<file path="src/rtl/lsu_pkg.sv">
// Shared definitions for the byte-serial load/store unit: RISC-V func3
// width codes, FSM state encoding and the access-length helper.
package lsu_pkg;

  localparam logic [2:0] F3_B  = 3'b000;
  localparam logic [2:0] F3_H  = 3'b001;
  localparam logic [2:0] F3_W  = 3'b010;
  localparam logic [2:0] F3_BU = 3'b100;
  localparam logic [2:0] F3_HU = 3'b101;

  typedef enum logic [1:0] {
    IDLE = 2'd0,
    XFER = 2'd1,
    DONE = 2'd2
  } lsu_state_t;

  // Access length in bytes; only func3[1:0] encodes the width.
  function automatic logic [2:0] bytes_for(input logic [2:0] func3);
    case (func3[1:0])
      2'b00:   return 3'd1;
      2'b01:   return 3'd2;
      default: return 3'd4;
    endcase
  endfunction

endpackage

</file>
<file path="src/rtl/load_store_unit_extend.sv">
// Combinational sign/zero extension of the assembled little-endian load bytes.
module lsu_extend
  import lsu_pkg::*;
(
  input  logic [2:0]  func3,
  input  logic [31:0] raw,
  output logic [31:0] ext_data
);

  always_comb begin
    ext_data = raw;
    case (func3)
      F3_B:    ext_data = {{24{raw[7]}}, raw[7:0]};
      F3_H:    ext_data = {{16{raw[15]}}, raw[15:0]};
      F3_W:    ext_data = raw;
      F3_BU:   ext_data = {24'h000000, raw[7:0]};
      F3_HU:   ext_data = {16'h0000, raw[15:0]};
      default: ext_data = raw;
    endcase
  end

endmodule

</file>
<file path="src/rtl/load_store_unit.sv">
// CPU-side initiator for a byte-wide data memory: serialises one load or
// store into per-byte accesses and returns the extended load result.
module load_store_unit
  import lsu_pkg::*;
#(
  parameter int ADDR_W           = 8,
  parameter bit ALLOW_MISALIGNED = 1'b0
) (
  input  logic              clk,
  input  logic              rst,
  input  logic              start,
  input  logic              is_load,
  input  logic              is_store,
  input  logic [2:0]        func3,
  input  logic [ADDR_W-1:0] addr,
  input  logic [31:0]       store_data,
  output logic              busy,
  output logic              done,
  output logic              err,
  output logic [31:0]       load_data,
  output logic [ADDR_W-1:0] mem_addr,
  output logic              mem_re,
  output logic              mem_we,
  output logic [7:0]        mem_wdata,
  input  logic [7:0]        mem_rdata
);

  lsu_state_t  state;
  logic [2:0]  func3_q;
  logic [31:0] store_q;
  logic [31:0] raw_q;
  logic [31:0] raw_next;
  logic [31:0] ext_data;
  logic [2:0]  nbytes_q;
  logic [1:0]  byte_idx;
  logic [1:0]  next_idx;
  logic        is_load_q;
  logic        last_byte;
  logic        req_bad;

  // Request legality: exactly one of load/store, a legal width code for the
  // direction, and natural alignment unless misaligned access is enabled.
  always_comb begin
    req_bad = 1'b0;
    if (is_load == is_store) begin
      req_bad = 1'b1;
    end else if (is_load && (func3 == 3'b011 || func3[2:1] == 2'b11)) begin
      req_bad = 1'b1;
    end else if (is_store && !(func3 == F3_B || func3 == F3_H || func3 == F3_W)) begin
      req_bad = 1'b1;
    end
    if (!ALLOW_MISALIGNED) begin
      if ((func3[1:0] == 2'b01 && addr[0]) ||
          (func3[1:0] == 2'b10 && addr[1:0] != 2'b00)) begin
        req_bad = 1'b1;
      end
    end
  end

  // The byte arriving this cycle is merged before extension so load_data
  // can be registered on the same edge that ends the transfer.
  always_comb begin
    raw_next = raw_q;
    raw_next[{byte_idx, 3'b000} +: 8] = mem_rdata;
  end

  assign next_idx  = byte_idx + 2'd1;
  assign last_byte = ({1'b0, byte_idx} == (nbytes_q - 3'd1));

  lsu_extend u_extend (
    .func3    (func3_q),
    .raw      (raw_next),
    .ext_data (ext_data)
  );

  always_ff @(posedge clk) begin
    if (rst) begin
      state     <= IDLE;
      busy      <= 1'b0;
      done      <= 1'b0;
      err       <= 1'b0;
      mem_re    <= 1'b0;
      mem_we    <= 1'b0;
      mem_addr  <= '0;
      mem_wdata <= 8'h00;
      load_data <= 32'h0;
      func3_q   <= 3'b000;
      store_q   <= 32'h0;
      raw_q     <= 32'h0;
      nbytes_q  <= 3'd1;
      byte_idx  <= 2'd0;
      is_load_q <= 1'b0;
    end else begin
      case (state)
        IDLE: begin
          done <= 1'b0;
          err  <= 1'b0;
          if (start) begin
            busy <= 1'b1;
            if (req_bad) begin
              state <= DONE;
              done  <= 1'b1;
              err   <= 1'b1;
            end else begin
              state     <= XFER;
              func3_q   <= func3;
              store_q   <= store_data;
              nbytes_q  <= bytes_for(func3);
              is_load_q <= is_load;
              byte_idx  <= 2'd0;
              raw_q     <= 32'h0;
              mem_addr  <= addr;
              mem_re    <= is_load;
              mem_we    <= is_store;
              mem_wdata <= store_data[7:0];
            end
          end
        end

        XFER: begin
          if (is_load_q) begin
            raw_q <= raw_next;
          end
          if (last_byte) begin
            state  <= DONE;
            mem_re <= 1'b0;
            mem_we <= 1'b0;
            done   <= 1'b1;
            if (is_load_q) begin
              load_data <= ext_data;
            end
          end else begin
            byte_idx  <= next_idx;
            mem_addr  <= mem_addr + ADDR_W'(1);
            mem_wdata <= store_q[{next_idx, 3'b000} +: 8];
          end
        end

        DONE: begin
          state <= IDLE;
          busy  <= 1'b0;
          done  <= 1'b0;
          err   <= 1'b0;
        end

        default: begin
          state  <= IDLE;
          busy   <= 1'b0;
          done   <= 1'b0;
          err    <= 1'b0;
          mem_re <= 1'b0;
          mem_we <= 1'b0;
        end
      endcase
    end
  end

endmodule

</file>
<file path="config.mk">
export PLATFORM = sky130hd
export DESIGN_NAME = load_store_unit
export DESIGN_NICKNAME = d
export VERILOG_FILES = /design/src/rtl/lsu_pkg.sv /design/src/rtl/load_store_unit_extend.sv /design/src/rtl/load_store_unit.sv
export SDC_FILE = /design/constraint.sdc
export NUM_CORES = 1
export LEC_CHECK = 0
export CAP_MARGIN = 20
export CORE_UTILIZATION = 45
export CTS_BUF_LIST = sky130_fd_sc_hd__clkbuf_4 sky130_fd_sc_hd__clkbuf_8
export CTS_CLUSTER_DIAMETER = 50
export CTS_CLUSTER_SIZE = 28
export DETAILED_ROUTE_END_ITERATION = 10
export PLACE_DENSITY = 0.71
export SKIP_CTS_REPAIR_TIMING = 1
export SKIP_LAST_GASP = 1
export SLEW_MARGIN = 0
export SYNTH_ARGS = -nofsm -noshare
export SYNTH_HDL_FRONTEND = slang
export SYNTH_SLANG_ARGS = --single-unit
</file>
<file path="constraint.sdc">
create_clock -name clk -period 3.2 [get_ports clk]
set_clock_uncertainty 0.2 [all_clocks]
set_input_delay 0.32 -clock clk [delete_from_list [all_inputs] [get_ports clk]]
set_output_delay 0.32 -clock clk [all_outputs]
set_load 0.1 [all_outputs]
</file>
* Yosys cells after proc, flatten, opt, wreduce, memory -nomap -nowiden *
Cells that the tools add are included.

word-level totals
  bits in registers = 128
  input bits = 56

operators by class
  $add $sub $neg = 4
  eq/ne operators = 18
  shift operators = 3
  multiplexer cells = 41
  bitwise gates (word level) = 3
  reduce and logical (&&, ||, !) cells = 22

operators by type and width
  operator                count
  $pmux 32 s4             1
  $mux 32                 3
  $pmux 32 s2             1
  $mux 8                  6
  $bwmux 32               1
  $pmux 8 s2              2
  $shift 8x7->32 const A  1
  $shiftx 32x6->8         1
  $shiftx 8x7->32         1
  $mux 1                  13
  $mux 2                  6
  $reduce_and 4->1        3
  $ne 2x2->1 const B      5
  $add 8x1->8 const B     1
  $pmux 2 s2              2
  $neg 5->7               1
  $eq 2x2->1 const B      3
  $eq 3x1->1 const B      2
  $eq 3x2->1 const B      2
  $eq 3x3->1 const B      2
  $logic_not 3->1         2
  $pmux 1 s2              3
  $pmux 1 s3              2
  $pmux 3 s2              1
  other kinds (13)        26

* Logic depth before layout (Yosys ltp) *
  depth after elaboration = 12
  depth in mapped cells = 11
  depth with buffers taken out = 7

* By module *
A second synthesis with hierarchy kept.

second synthesis, totals
  cell total of the unflattened synthesis = 817
  area, all modules = 6119.6 um2

modules (own cells, without submodules)
  module           instances  cells each  area each (um2)  seq. area each (um2)
  load_store_unit  1          750         5764.3           2562.5
  lsu_extend       1          67          355.3            0.0

* Worst setup path before layout *
Ideal clock, no wire load.

  path type = reg-to-reg
  start point = reg byte_idx[0]
  end point = reg load_data[16]
  setup time = 71 ps
  data arrival time = 2470 ps
  required time = 2929 ps
  slack = 459 ps
  stages on the path, launching flop included = 11
  path buffers = 3
  path through = dfxtp_1 buf_2 clkbuf_1 inv_1 ha_1 nor3b_1 a31oi_1 o31ai_4 a31oi_4 buf_2 a21oi_1

between the ends
  cells in the longest elaborated chain, start to end = 4
  elaborated cells on any way between the ends = 7
  those cells by class = 1 x add/sub; 1 x eq/ne; 2 x shift; 2 x mux; 1 x reduce/logical

RTL lines
  element                                            line                          RTL
  start, declared                                    load_store_unit.sv:35         logic [1:0] byte_idx;
  start signal, assigned                             load_store_unit.sv:133        byte_idx <= next_idx;
  $neg 5->7                                          load_store_unit.sv:64         raw_next[{byte_idx, 3'b000} +: 8] = mem_rdata;
  $shiftx 8x7->32 or $shift 8x7->32 (tied branches)  load_store_unit.sv:64
  $bwmux 32                                          load_store_unit.sv:64
  $pmux 32 s4                                        load_store_unit_extend.sv:12  case (func3)
  end signal, assigned                               load_store_unit.sv:130        load_data <= ext_data;
  end, declared                                      load_store_unit.sv:20         output logic [31:0] load_data,

Several ways; a longest one is shown, not always the timed one.
A chain may end at the register's enable or synchronous reset.

* Final worst setup path *
  start point = reg byte_idx[1]
  end point = reg load_data[31]

The elaborated chain is that of the path after synthesis.

==> run metrics <==
run status finished, final reports clean; Layout Utilization 57.1%; Hold WC Path Type primary input to flop; RSZ-0062 raised after global routing no; critical path startpoint category flop; worst slew pin tran 1.05 ns; vias per inst 5.54; Rows 41; Sw Ratio 25.7%; Storage cell area 2560 um2; clock sinks 128; r2r startpoint byte_idx[1]; H-Tree Depth 4; Critical Path AT 2.88 ns; crit-path max cell delay 0.53 ns; Final setup viols 0; Post-synth EDFFs 0; multiplexer area fraction after synthesis 4.86%; drt pass-1 iters 5; R2R depth 7; sequential share of power 51.8%; Die Height 115 um; #FFs+latches synth 128; Initial Util 46.1%; fraction of registers with async set/reset 0%; Comb pwr share 11.5%; most frequent cells in the layout nand2_1, dfxtp_1, a21oi_1; reg-to-reg endpoint load_data[31]; Hold WS 0.234 ns; area of the multi-input gates 2890 um2; initial antenna violation count 0; mean area per synthesized cell 7.96 um2; synth warn 0; WP depth 7; vias 5511; CP max stage cell o31ai_4; simple-gate share of the synthesized area 20.5%; clock power share 36.7%; Chip Width 115 um; vias in the first global route 5308; final hold vios 0; die area 13300 um2; DRT Wirelength 15600 um; DR WL/cell 15.6 um; I/O pin count 109; crit path to load_data[31]; pwr/cell area 441 nW/um2; Max Fclk 0.369 GHz; Slew HR 30.2%; share of layout cells above drive strength 1 14.6%; main combinational cell family by area after synthesis compound AO/OA/AOI/OAI gates; Slew Limit Fails 0; power after layout 3.16 mW; Post-Synth XOR/XNOR Area 0.605%; clock slew at reported path FFs 0.07 ns; ys flop type dfxtp_1; iteration-0 DRC count of the detailed router 358; Peak VDD IR 311 uV; crit path buf inv count 1; Adder-Cell Fraction of Synth Area 1.51%; crit-path cells inv_1 -> ha_1 -> nor3b_1 -> a31oi_1 -> o31ai_4 -> a31oi_4 -> a21oi_1; Synth Net Count 791; setup TNS 0 ns; I/O Buffers 108; Sw Pwr 813 uW; Unique masters post-synth 49; crit path time final 2.71 ns; Int Power 2.35 mW; critical path's top delay family compound AO/OA/AOI/OAI gates; max-cap violation count 0; RePlAce Congestion 0.863; Layout Nets 877; antenna cells 0; first-pass GRT wire length 25400 um; aggregate global-route resource usage 24.7%; total CTS buffers 17; core box area 12600 um2; crit-path max FO 16; largest net degree at the start of global routing 103; Leak 2.52 nW; Max clock buf depth 2; most common cell after layout, fill and taps aside nand2_1; antenna-violating nets left 0; Final period util 84.8%; Root Driver clkbuf_8; slack of the worst reg-to-reg path 0.49 ns; post-synthesis sequential area ratio 44.2%; Worst-Skew Late Latency 0.44 ns; Fill cells 1159; DRC Markers 0; Setup CP Type flop to flop; hpwl dp 10800 um; grt ovf 0; CP startpoint byte_idx[1]; CP required 3.37 ns; layout overhead on the synthesized area 23.8%; crit path capture type flop; Compound-Gate Fraction of Synth Area 22.2%; synthesized cell area 5790 um2; CTS tree yes; Syn Inst Count 728
## metrics by stage
step                std cells  cell area [um2]  worst slack [ns]
floorplan                 728             5790             0.459
global placement          967             6860             0.349
detailed placement        967             6860             0.224
CTS                       994             7180             0.521
global route              994             7180             0.207
finish                    994             7180             0.487
## cell type report
cell class	instances	area share, %
Sequential cell	128	35.7
Clock buffer	25	4.27
Timing Repair Buffer	125	14.9
Inverter	31	1.62
Multi-Input combinational cell	511	40.3
Clock inverter	2	0.139
Tap cell	172	3.00
## tightest hold or removal path: stages
cell and delay (ns):
clkdlybuf4s50_1 0.40, nand2_1 0.06, a21oi_1 0.05
## routing by layer
metal  wire length [um]  vias to the layer above  GRT usage, %
li1                   -                     2688             -
met1               6670                     2581          30.6
met2               7410                      208          40.3
met3               1050                       34          6.69
met4                415                        0          10.6
met5                  0                        -             0
## power by group through the flow
| stage | registers [mW] | logic [mW] | clock network, mW |
|---|---|---|---|
| final | 1.64 | 0.363 | 1.16 |
| after global routing | 1.64 | 0.387 | 1.26 |
| after CTS | 1.64 | 0.362 | 1.19 |
| after detailed placement | 1.67 | 0.361 | 0 |
| after global placement | 1.67 | 0.356 | 0 |
| after floorplan | 1.75 | 0.137 | 0 |
## flip-flops by register name (all words and copies together) (netlist names)
| register | flops |
|---|---|
| is_load_q | 1 |
| mem_addr | 8 |
| mem_wdata | 8 |
| nbytes_q | 3 |
| busy | 1 |
| mem_we | 1 |
| func3_q | 3 |
| raw_q | 32 |
| load_data | 32 |
| err | 1 |
| state | 2 |
| store_q | 32 |
| byte_idx | 2 |
| mem_re | 1 |
| done | 1 |
## cell families (layout without fill, tap and decap cells)
kind of cell,count (synthesis),count (layout)
simple gates,259,259
compound gates,223,223
flops,128,128
buf+inv,89,183
mux,18,18
fa+ha+maj,7,7
xor+xnor,4,4
## synthesized netlist by cell type (all sizes together), types with 11 or more instances
master  count  area share (%)
or3        11             1.2
clkbuf     41             2.7
nor2b      12             1.3
a21oi     122              11
nand3      31             2.7
o21ai      54             4.7
dfxtp     128              44
a211oi     14             1.8
inv        31             2.0
nand2     158              10
buf        17             1.4
nor2       20             1.3
## worst min path at each step
stage,from,to,cells after the start,slack (ns)
after floorplan,raw_q[0],raw_q[0],2,0.23
after global placement,raw_q[4],raw_q[4],2,0.23
after detailed placement,raw_q[4],raw_q[4],2,0.24
after CTS,store_data[19],store_q[19],3,0.20
after global routing,store_data[19],store_q[19],3,0.22
final,store_data[19],store_q[19],3,0.23
No activity file was read; power rests on OpenSTA's default activity.
